## src/rtl/mem_arbiter.sv

```systemverilog
// ---------------------------------------------------------------------------
// mem_arbiter
//   Shares one pipelined memory port between an I-cache (block fills only)
//   and a D-cache (block fills or single-word writes).
//
//   Handshake: a requester raises *_req (with its address/data stable) and
//   holds it until it sees its one-cycle *_done pulse. The grant covers the
//   whole access and is never preempted. Memory accepts one mem_en per cycle
//   and answers every read exactly LATENCY cycles later with mem_valid.
//
//   Ports
//     clk, rst                         clock, synchronous active-high reset
//     i_req, i_addr                    I-cache fill request
//     d_req, d_write, d_addr, d_wdata  D-cache fill/write request
//     mem_en, mem_wr, mem_addr, mem_wdata, mem_rdata, mem_valid   memory side
//     i_grant, d_grant                 current owner of the memory port
//     fill_data, fill_valid, fill_word returned fill words (registered)
//     i_done, d_done                   completion pulses
// ---------------------------------------------------------------------------
module mem_arbiter #(
  parameter  int LATENCY = 4,
  parameter  int WORDS   = 8,
  localparam int WB      = $clog2(WORDS)
) (
  input  logic          clk,
  input  logic          rst,
  input  logic          i_req,
  input  logic [15:0]   i_addr,
  input  logic          d_req,
  input  logic          d_write,
  input  logic [15:0]   d_addr,
  input  logic [15:0]   d_wdata,
  output logic          mem_en,
  output logic          mem_wr,
  output logic [15:0]   mem_addr,
  output logic [15:0]   mem_wdata,
  input  logic [15:0]   mem_rdata,
  input  logic          mem_valid,
  output logic          i_grant,
  output logic          d_grant,
  output logic [15:0]   fill_data,
  output logic          fill_valid,
  output logic [WB-1:0] fill_word,
  output logic          i_done,
  output logic          d_done
);

  localparam int DW = (LATENCY > 1) ? $clog2(LATENCY) : 1;

  typedef enum logic [2:0] {DRAIN, IDLE, IFILL, DFILL, DWRITE} state_t;

  state_t          state_q, state_d;
  logic [WB:0]     issue_cnt_q, issue_cnt_d;
  logic [WB:0]     rcv_cnt_q, rcv_cnt_d;
  logic [DW-1:0]   drain_cnt_q, drain_cnt_d;
  logic            d_first_q, d_first_d;   // D wins the next simultaneous request
  logic            i_done_q, i_done_d;
  logic            d_done_q, d_done_d;
  logic            fill_valid_q, fill_valid_d;
  logic [WB-1:0]   fill_word_q, fill_word_d;
  logic [15:0]     fill_data_q, fill_data_d;

  logic            mem_en_c, mem_wr_c;
  logic [15:0]     mem_addr_c, mem_wdata_c;
  logic            i_ok, d_ok, pick_d;
  logic [15:0]     fill_addr;

  always_comb begin
    state_d      = state_q;
    issue_cnt_d  = issue_cnt_q;
    rcv_cnt_d    = rcv_cnt_q;
    drain_cnt_d  = drain_cnt_q;
    d_first_d    = d_first_q;
    i_done_d     = 1'b0;
    d_done_d     = 1'b0;
    fill_valid_d = 1'b0;
    fill_word_d  = fill_word_q;
    fill_data_d  = fill_data_q;
    mem_en_c     = 1'b0;
    mem_wr_c     = 1'b0;
    mem_addr_c   = '0;
    mem_wdata_c  = '0;

    // A requester whose done pulse is showing still has req high this cycle;
    // it must not be mistaken for a fresh request.
    i_ok      = i_req & ~i_done_q;
    d_ok      = d_req & ~d_done_q;
    pick_d    = (i_ok & d_ok) ? d_first_q : d_ok;
    fill_addr = (state_q == DFILL) ? d_addr : i_addr;

    case (state_q)
      DRAIN: begin
        // Let reads that were in flight at reset come back and be dropped.
        if (drain_cnt_q == DW'(LATENCY - 1)) state_d = IDLE;
        else                                 drain_cnt_d = drain_cnt_q + 1'b1;
      end
      IDLE: begin
        if (i_ok | d_ok) begin
          issue_cnt_d = '0;
          rcv_cnt_d   = '0;
          if (i_ok & d_ok) d_first_d = ~d_first_q;
          if (pick_d) state_d = d_write ? DWRITE : DFILL;
          else        state_d = IFILL;
        end
      end
      IFILL, DFILL: begin
        if (issue_cnt_q < (WB+1)'(WORDS)) begin
          mem_en_c    = 1'b1;
          mem_addr_c  = {fill_addr[15:WB+1], issue_cnt_q[WB-1:0], 1'b0};
          issue_cnt_d = issue_cnt_q + 1'b1;
        end
        if (mem_valid && (rcv_cnt_q < (WB+1)'(WORDS))) begin
          fill_valid_d = 1'b1;
          fill_word_d  = rcv_cnt_q[WB-1:0];
          fill_data_d  = mem_rdata;
          rcv_cnt_d    = rcv_cnt_q + 1'b1;
          if (rcv_cnt_q == (WB+1)'(WORDS - 1)) begin
            state_d = IDLE;
            if (state_q == IFILL) i_done_d = 1'b1;
            else                  d_done_d = 1'b1;
          end
        end
      end
      DWRITE: begin
        mem_en_c    = 1'b1;
        mem_wr_c    = 1'b1;
        mem_addr_c  = d_addr;
        mem_wdata_c = d_wdata;
        d_done_d    = 1'b1;
        state_d     = IDLE;
      end
      default: state_d = DRAIN;
    endcase
  end

  always_ff @(posedge clk) begin
    if (rst) begin
      state_q      <= DRAIN;
      issue_cnt_q  <= '0;
      rcv_cnt_q    <= '0;
      drain_cnt_q  <= '0;
      d_first_q    <= 1'b1;
      i_done_q     <= 1'b0;
      d_done_q     <= 1'b0;
      fill_valid_q <= 1'b0;
      fill_word_q  <= '0;
      fill_data_q  <= '0;
    end else begin
      state_q      <= state_d;
      issue_cnt_q  <= issue_cnt_d;
      rcv_cnt_q    <= rcv_cnt_d;
      drain_cnt_q  <= drain_cnt_d;
      d_first_q    <= d_first_d;
      i_done_q     <= i_done_d;
      d_done_q     <= d_done_d;
      fill_valid_q <= fill_valid_d;
      fill_word_q  <= fill_word_d;
      fill_data_q  <= fill_data_d;
    end
  end

  // Outputs are forced low while rst is high, including the cycle before the
  // first reset edge, so an aborted access stops driving memory immediately.
  assign mem_en     = mem_en_c & ~rst;
  assign mem_wr     = mem_wr_c & ~rst;
  assign mem_addr   = rst ? '0 : mem_addr_c;
  assign mem_wdata  = rst ? '0 : mem_wdata_c;
  assign i_grant    = ~rst & (state_q == IFILL);
  assign d_grant    = ~rst & ((state_q == DFILL) | (state_q == DWRITE));
  assign fill_valid = ~rst & fill_valid_q;
  assign fill_word  = rst ? '0 : fill_word_q;
  assign fill_data  = rst ? '0 : fill_data_q;
  assign i_done     = ~rst & i_done_q;
  assign d_done     = ~rst & d_done_q;

endmodule

```

## config.mk

```make
export PLATFORM = sky130hd
export DESIGN_NAME = mem_arbiter
export DESIGN_NICKNAME = d
export VERILOG_FILES = /design/src/rtl/mem_arbiter.sv
export SDC_FILE = /design/constraint.sdc
export NUM_CORES = 1
export LEC_CHECK = 0
export CAP_MARGIN = 20
export CORE_MARGIN = 3
export CORE_UTILIZATION = 38
export DETAILED_ROUTE_END_ITERATION = 7
export PLACE_DENSITY_LB_ADDON = 0.1
export SLEW_MARGIN = 5
export SYNTH_ARGS = -nofsm -noshare
export SYNTH_HDL_FRONTEND = slang
export SYNTH_SLANG_ARGS = --single-unit
```

## constraint.sdc

```tcl
create_clock -name clk -period 1.84 [get_ports clk]
set_clock_uncertainty 0.2 [all_clocks]
set_input_delay 0.368 -clock clk [delete_from_list [all_inputs] [get_ports clk]]
set_output_delay 0.368 -clock clk [all_outputs]
set_load 0.005 [all_outputs]
```

==> impl_metrics.toml <==
[status]
status = "complete, but fails checks"
failed_checks = "negative setup slack"

[logic_synthesis]
async_flop_share_pct = 0
synth-edff-count = 0
synth_ff_type = "dfxtp_1"
ys_warn_count = 0
syn_area_per_cell_um2 = 7.891
yosysSeqAreaShare_pct = 32.62
ys_types = 47
netlist_area_mm2 = 0.002210
syn-num-nets = 353
syn_inst = 280
ys_seq_elements = 36

[die]
die_h_um = 82.26
io_pins = 128
core_mm2 = 0.005574
fp.dieArea_mm2 = 0.006766
initial_core_util_pct = 39.64
dieWidth_um = 82.26
row_count = 27

[clock_network]
holdBufCountCts = 0
cts_sinks = 36
clk_path_buf_depth = 2
cts_tree = "built"
path_clk_slew_ns = 0.07
worstSkewPairLatency_ns = 0.29
cts-root-buf = "clkbuf_8"
h-tree-depth = 2
cts_made_buffers = 5

[finish]
nFillCells = 407
multiInputGateArea_mm2 = 0.001609
drive_gt1_share_pct = 37.16
fin_cells = 516
final_nets = 516
areaGrowthSynthToFinish_pct = 90.88
regArea_um2 = 729.5
diodes = 0
finish.utilization_pct = 75.67

[global_route]
grt_max_degree = 21
antenna_found_initial = 0
grt_pass1_wl_mm = 10.59
first_global_vias = 2268
overflow = 0
grtUsageTotal_pct = 20.00

[placement]
dpl.hpwl_mm = 5.246
post-place-ws_ns = -0.5647
portBuffers = 123
post-place-cells = 490
gp_congestion = 0.8752

[power]
powerDensity_mw_per_mm2 = 583.1
power.total_mw = 2.459
leakagePower_nw = 1.777
vdd_ir_drop_max_uv = 638.4

[sta]
setup_ws_ns = -0.4370
finalHoldViolCount = 0
min_period_over_period_pct = 123.8
setup_viol = 36
final_max_slew_viol_count = 0
worst_slew_pin_slew_ns = 0.3671
rsz0062_at_grt = "true"
fin_crit_ns = 2.277
max_freq_mhz = 439.2
slew_headroom_pct = 75.46

[routing]
wl_mm = 7.769
wl_per_cell_um = 15.06
ant_nets = 0
first_pass_iters = 4
vias = 2580
vias_per_cell = 5.000
drt_iter0_drc = 96
drc_errors = 0

[setup_path]
slowest_delay_ns = 0.37
crit_arrival_ns = 1.71
worstPathMaxFanout = 6
crit_type = "flip-flop to output port"
cp-end-kind = "output port"
start_kind = "flip-flop"
crit_chain = "and2b_2 > buf_6 > a22oi_1 > a2bb2oi_1 > nor2_1 > dlymetal6s2s_1"
required_ns = 1.27
rr_startpoint = "state_q[2]$_SDFFE_PP0P_"
slowest_stage = "dfxtp_4"
critPathLaunch = "state_q[1]$_SDFFE_PP0P_"

[job]
drv_cap = 0

[min_path]
min_from = "fill_data_q[9]$_SDFFE_PP0P_"
hold_class = "flip-flop to flip-flop"
-- metal layers --
layer | GRT usage (%) | share of wire, % | routed length, um | vias to the layer above
li1 | - | - | - | 1297
met2 | 32.45 | 48 | 3737 | 89
met4 | 5.482 | 0.77 | 60 | 0
met1 | 25.02 | 42 | 3246 | 1188
met5 | 0 | 0 | 0 | -
met3 | 7.050 | 9.3 | 726 | 6
-- cell usage after synthesis, types with 3 or more instances --
| library cell | instances | area [um^2] |
|---|---|---|
| a22oi_2 | 3 | 37.54 |
| ha_1 | 3 | 37.54 |
| nor2b_1 | 27 | 168.9 |
| a22oi_1 | 13 | 97.59 |
| nor2_1 | 22 | 82.58 |
| nor3_1 | 7 | 35.03 |
| a21oi_1 | 27 | 135.1 |
| buf_6 | 4 | 45.04 |
| buf_2 | 6 | 30.03 |
| nand3_1 | 4 | 20.02 |
| nand2b_1 | 8 | 50.05 |
| nand2_1 | 44 | 165.2 |
| dfxtp_1 | 36 | 720.7 |
| clkbuf_1 | 7 | 26.28 |
| and2_1 | 18 | 112.6 |
| a2bb2oi_1 | 12 | 105.1 |
-- cells by family (layout without fill, tap and decap cells) --
logic type	after synthesis	in the layout	synth area share (%)
compound gates	71	71	23.39
xor+xnor	2	2	0.7929
fa+ha+maj	3	3	1.699
buf+inv	23	187	5.946
flops	36	36	32.62
mux	2	2	0.9060
simple gates	143	143	34.66
-- power by group --
part | switching [mW] | leakage [nW] | total, mW | internal, mW
Clock | 0.289 | 0.0541 | 0.690 | 0.401
Combinational | 0.370 | 1.43 | 0.886 | 0.516
Sequential | 0.0501 | 0.293 | 0.883 | 0.833
Total | 0.710 | 1.78 | 2.46 | 1.75
-- stage by stage --
| step | hold WS, ns | TNS, ns | cell area [um^2] |
|---|---|---|---|
| final | 0.2460 | -10.88 | 4218 |
| after global routing | 0.2669 | -13.42 | 4218 |
| after CTS | 0.2479 | -16.76 | 3936 |
| after detailed placement | 0.2372 | -21.77 | 3697 |
| after global placement | 0.2343 | -20.84 | 3697 |
| after floorplan | 0.2318 | 0 | 2210 |
-- cell usage in the layout (no fill, tap or decap), types with 4 or more instances in the layout --
cell and n:
clkbuf_2 5, nand3_1 4, nor2_1 21, buf_2 13, and2_4 16, nor2b_1 25
dlygate4sd2_1 22, clkdlybuf4s50_1 64, dfxtp_1 33, buf_4 35, nand2_1 43, nor3_1 4
buf_6 31, a2bb2oi_2 9, clkbuf_8 5, a21oi_1 25, a22oi_2 14, nand2b_1 6
-- final cells by class --
| class | instances | share of cell area, % |
|---|---|---|
| tap | 72 | 2.136 |
| clock inverter | 3 | 1.009 |
| timing repair buffer | 177 | 39.60 |
| clock buffer | 5 | 1.632 |
| multi-input combinational | 221 | 38.15 |
| inverter | 2 | 0.1780 |
| sequential | 36 | 17.29 |
-- timing repair --
action | in CTS | in global routing
hold endpoints to repair | 0 | 0
pin swaps | 5 | 39
setup buffers | 4 | 16
setup endpoints to repair | 72 | 44
gates cloned | 1 | 0
resized for setup | 96 | 154
-- registers in the layout, indices dropped and copies added, names as in the netlist, 2 cells and up --
register	cells
fill_data_q	16
issue_cnt_q	4
rcv_cnt_q	4
fill_word_q	3
state_q	3
drain_cnt_q	2
-- worst paths after layout --
path	end	slack, ns	cells past startpoint
worst max-delay path	mem_addr[4]	-0.44	6
worst min register to register	fill_data_q[9]$_SDFFE_PP0P_	0.25	2
worst min-delay path	fill_data_q[9]$_SDFFE_PP0P_	0.25	2
worst max register to register	state_q[1]$_SDFFE_PP0P_	0.08	5
-- worst max-delay path, delay by kind of cell (launching register included) --
kind | cells | cell delay (ns)
AND/OR/NAND/NOR | 2 | 0.33
buffers and inverters | 2 | 0.30
AO/OA/AOI/OAI | 2 | 0.41
flip-flops | 1 | 0.37
No activity file was read; power rests on OpenSTA's default activity.
